### src/rtl/load_store_unit.sv
// load_store_unit: turns RISC-V byte/half/word loads and stores into whole-word memory accesses.
// Define MISALIGN_TRAP_EN to flag misaligned halfword/word accesses as errors.
module load_store_unit #(
  parameter int MEM_WORDS = 1024
) (
  input  logic        CLK,
  input  logic        RESET,
  input  logic        req_valid,
  output logic        req_ready,
  input  logic        req_we,
  input  logic [2:0]  req_funct3,
  input  logic [31:0] req_addr,
  input  logic [31:0] req_wdata,
  output logic        resp_valid,
  output logic [31:0] resp_rdata,
  output logic        resp_err,
  output logic [31:0] mem_a,
  output logic [31:0] mem_wd,
  output logic        mem_we,
  input  logic [31:0] mem_rd
);
  typedef enum logic [1:0] {IDLE, ACCESS, WRITE, RESP} state_t;
  state_t      r_state, w_next;
  logic [31:0] r_addr, r_wdata, r_merged, r_rdata;
  logic [2:0]  r_f3;
  logic        r_we, r_err;
  logic        w_f3_bad, w_oor, w_mis, w_bad, w_sub;
  logic [4:0]  w_lane;
  logic [31:0] w_sh, w_load, w_merged;
  logic [7:0]  w_b;
  logic [15:0] w_h;
  assign w_f3_bad = r_we ? (r_f3 > 3'd2) : (r_f3 == 3'b011 || r_f3[2:1] == 2'b11);
  assign w_oor    = r_addr[31:2] >= 30'(MEM_WORDS);
`ifdef MISALIGN_TRAP_EN
  assign w_mis = (r_f3[1:0] == 2'b01 && r_addr[0]) || (r_f3[1:0] == 2'b10 && r_addr[1:0] != 2'b00);
`else
  assign w_mis = 1'b0;
`endif
  assign w_bad  = w_f3_bad || w_oor || w_mis;
  assign w_sub  = r_f3[1:0] != 2'b10;
  assign w_lane = {r_addr[1:0], 3'b000};
  assign w_sh   = mem_rd >> w_lane;
  assign w_b    = w_sh[7:0];
  assign w_h    = r_addr[1] ? mem_rd[31:16] : mem_rd[15:0];
  assign w_load = r_f3[1:0] == 2'b00 ? {{24{w_b[7] & ~r_f3[2]}}, w_b} :
                  r_f3[1:0] == 2'b01 ? {{16{w_h[15] & ~r_f3[2]}}, w_h} : mem_rd;
  // Sub-word store: splice the new byte/halfword into the word just read.
  assign w_merged = r_f3[0] ? (r_addr[1] ? {r_wdata[15:0], mem_rd[15:0]} : {mem_rd[31:16], r_wdata[15:0]})
                            : (mem_rd & ~(32'hFF << w_lane)) | ({24'b0, r_wdata[7:0]} << w_lane);
  always_comb begin
    w_next = r_state;
    w_next = r_state == IDLE   ? (req_valid ? ACCESS : IDLE) :
             r_state == ACCESS ? ((r_we && !w_bad && w_sub) ? WRITE : RESP) :
             r_state == WRITE  ? RESP : IDLE;
  end
  always_ff @(posedge CLK or posedge RESET) begin
    if (RESET) begin
      r_state  <= IDLE;
      r_addr   <= '0;
      r_wdata  <= '0;
      r_f3     <= '0;
      r_we     <= 1'b0;
      r_merged <= '0;
      r_rdata  <= '0;
      r_err    <= 1'b0;
    end else begin
      r_state <= w_next;
      if (r_state == IDLE && req_valid) begin
        r_addr  <= req_addr;
        r_wdata <= req_wdata;
        r_f3    <= req_funct3;
        r_we    <= req_we;
      end
      if (r_state == ACCESS) begin
        r_err    <= w_bad;
        r_rdata  <= (w_bad || r_we) ? 32'b0 : w_load;
        r_merged <= w_merged;
      end
    end
  end
  assign req_ready  = r_state == IDLE;
  assign resp_valid = r_state == RESP;
  assign resp_rdata = r_rdata;
  assign resp_err   = r_err;
  assign mem_a      = {r_addr[31:2], 2'b00};
  assign mem_we     = r_state == WRITE || (r_state == ACCESS && r_we && !w_bad && !w_sub);
  assign mem_wd     = r_state == WRITE ? r_merged : (mem_we ? r_wdata : 32'b0);
endmodule

### config.mk
export PLATFORM = sky130hd
export DESIGN_NAME = load_store_unit
export DESIGN_NICKNAME = d
export VERILOG_FILES = /design/src/rtl/load_store_unit.sv
export SDC_FILE = /design/constraint.sdc
export NUM_CORES = 1
export LEC_CHECK = 0
export CAP_MARGIN = 0
export CORE_AREA = 5 5 122 124
export CTS_CLUSTER_SIZE = 16
export DETAILED_ROUTE_END_ITERATION = 8
export DIE_AREA = 0 0 127 129
export GPL_TIMING_DRIVEN = 1
export HOLD_SLACK_MARGIN = 0.08
export PLACE_DENSITY = 0.86
export SLEW_MARGIN = 10
export SYNTH_ARGS = -nofsm -noshare
export SYNTH_HDL_FRONTEND = slang
export SYNTH_SLANG_ARGS = --single-unit
export TNS_END_PERCENT = 20
### constraint.sdc
create_clock -name CLK -period 7.8 [get_ports CLK]
set_input_delay 0.78 -clock CLK [delete_from_list [all_inputs] [get_ports CLK]]
set_output_delay 0.78 -clock CLK [all_outputs]
set_load 0.03 [all_outputs]
==> flow_summary.json <==
{
  "hold_violations": 0,
  "fin_crit_sh_pct": 66.27,
  "clk_pin_slew_ns": 0.05,
  "synth-seq-cells": 135,
  "drc": 0,
  "synthCells": 638,
  "power.total_mw": 3.923,
  "cts_tree": "yes",
  "critPathArrivalTime_ns": 4.39,
  "vias": 5708,
  "io_pins": 203,
  "synth_edf_count": 0,
  "tns_ns": 0,
  "whs_path_depth": 1,
  "fp.dieH_um": 129,
  "fin_area_mm2": 0.009425,
  "dr.pass1.iters": 6,
  "finalSetupViolations": 0,
  "antenna_found_initial": 1,
  "gr-total-overflow": 0,
  "min_path_type": "reg2reg",
  "clockBufferDepth": 2,
  "r2r_slack_ns": 4.83,
  "post_drt_wl_per_cell_um": 21.49,
  "timing_worst_setup_path_type": "reg2out",
  "area_growth_pct": 35.58,
  "die-area_mm2": 0.01638,
  "r2r_end": "resp_rdata[8]$_DFFE_PP0N_",
  "ir_drop_mv": 0.3914,
  "clock_latency_ns": 0.42,
  "io_buffer_count": 200,
  "maxSlewViolCount": 0,
  "crit_path_end_kind": "output port",
  "post_cts_buffers": 0,
  "rows": 43,
  "yosys_warnings": 0,
  "final_common_cell": "clkdlybuf4s50_1",
  "dr.first_iter.drc_count": 408,
  "cts_hold_buf": 0,
  "grt_pass1_vias": 6128,
  "start_util_pct": 50.87,
  "grt_setup_unrepaired": "no",
  "async_flop_share_pct": 100.0,
  "reg2reg_from": "r_state[1]$_DFF_PP0_",
  "fin_crit_ns": 5.169,
  "fp.coreArea_mm2": 0.01367,
  "cts-root-buf": "clkbuf_16",
  "p_per_area_mw_per_mm2": 416.2,
  "syn_area_per_cell_um2": 10.90,
  "detail-route-antenna-nets": 0,
  "cts_buffers": 17,
  "grt_pass1_wl_mm": 32.57,
  "routed_via_density": 5.842,
  "skew_ns": 0.006484,
  "drive_gt1_share_pct": 15.68,
  "most-common-layout-cells": "clkdlybuf4s50_1, dfrtp_1, mux2_2, nand2_1, o21ai_0",
  "tightest_slew_ns": 1.174,
  "cts-htree-levels": 4,
  "gp_congestion": 0.8900,
  "slew_headroom_pct": 21.62,
  "dieWidth_um": 127,
  "reg2reg_depth": 5,
  "hold_start": "resp_rdata[23]$_DFFE_PP0N_",
  "startpoint_type": "flop",
  "diodes": 0,
  "netlist_area_mm2": 0.006952,
  "holdPathEnd": "resp_rdata[23]$_DFFE_PP0N_",
  "final_nets": 891,
  "ys_seq_area_share_pct": 48.60,
  "critPathRequiredTime_ns": 7.02,
  "track_usage_pct": 25.70,
  "maxCapViolations": 0,
  "grt_max_degree": 73,
  "totalWireLength_mm": 21.00,
  "place_area_mm2": 0.008810,
  "run_status": "finished, final reports clean",
  "dp_hpwl_mm": 15.24,
  "ys.flop_type": "dfrtp_1",
  "cts_resized": 0,
  "cts.sinks": 135,
  "crit_fanout": 68,
  "leakagePower_nw": 3.959,
  "fmax_ghz": 0.1935,
  "ys_types": 47
}
-- critical path, stage by stage (launching register included) --
cell and delay (ns):
dfrtp_1 0.40, inv_1 0.10, ha_2 0.91, nor3b_1 0.27, and4_1 0.37, nand3_2 0.56, o41ai_1 0.59, clkdlybuf4s50_1 0.74
-- kinds of logic after synthesis --
group | after synthesis | share of synthesized area (%)
and+or+nand+nor | 131 | 9.359
other | 1 | 0.05394
DFF | 135 | 48.60
buffers and inverters | 110 | 7.739
adders and majority gates | 4 | 0.7200
AOI/OAI and AO/OA | 149 | 15.48
muxes | 108 | 18.05
-- report_power, final --
group | internal [mW] | switching (mW)
sequential | 0.975 | 0.266
combinational | 0.811 | 1.03
clock | 0.549 | 0.290
-- registers in the layout, indices dropped and copies added, names as in the netlist --
| name | count |
|---|---|
| r_state | 2 |
| r_wdata | 32 |
| r_we | 1 |
| r_addr | 32 |
| resp_err | 1 |
| resp_rdata | 32 |
| r_f3 | 3 |
| r_merged | 32 |
-- worst max path at each step --
stage                          from                     to  slack [ns]  depth (start not counted)
2_1_floorplan                 RESET  r_addr[0]$_DFFE_PP0P_        3.41                          1
3_3_place_gp   r_state[1]$_DFF_PP0_              mem_wd[8]        3.37                          7
3_5_place_dp   r_state[1]$_DFF_PP0_             mem_wd[10]        3.07                          7
4_1_cts        r_state[1]$_DFF_PP0_             mem_wd[10]        2.63                          7
5_1_grt        r_state[1]$_DFF_PP0_             mem_wd[10]        2.25                          7
6_report       r_state[1]$_DFF_PP0_             mem_wd[10]        2.63                          7
-- cell type report --
type	count	area, µm²
clock buffer	23	467.9
clock inverter	9	147.6
fill	1002	4240
inverter	32	122.6
multi-input combinational	394	3052
sequential	135	3378
tap	180	225.2
timing repair buffer	204	2032
-- synthesized netlist by cell type, drive strengths merged, types with 2 or more instances --
cell type	count	area, µm²
clkbuf	33	123.9
a22oi	7	52.55
mux2i	32	320.3
a21oi	25	125.1
nand3b	25	187.7
mux4	7	157.7
nand3	3	20.02
mux2	69	777.0
nand4	2	18.77
o221ai	17	148.9
a2bb2oi	8	70.07
o21a	7	52.55
nor4	3	18.77
nor3b	3	22.52
dfrtp	135	3378
ha	4	50.05
nor2	39	146.4
nand2	48	180.2
nand2b	2	12.51
inv	31	116.4
buf	45	294.0
o2bb2ai	24	210.2
o41ai	8	107.6
o21ai	44	220.2
-- stage by stage --
stage / hold WS, ns / instances / setup WS [ns] / utilization [%]
2_1_floorplan: 0.4794 / 639 / 3.409 / -
3_3_place_gp: 0.4707 / 945 / 3.368 / 64.47
3_5_place_dp: 0.4767 / 945 / 3.065 / 64.47
4_1_cts: 0.4915 / 977 / 2.629 / 68.97
5_1_grt: 0.5082 / 977 / 2.250 / 68.97
6_report: 0.4920 / 977 / 2.631 / 68.97
-- per-layer routing --
layer / GRT usage [%] / up-vias / wire, µm
li1: - / 2541 / -
met1: 29.42 / 2830 / 7827
met2: 43.74 / 268 / 10620
met3: 8.468 / 67 / 1717
met4: 12.18 / 2 / 819
met5: 0 / - / 13
No activity file was read; power rests on OpenSTA's default activity.
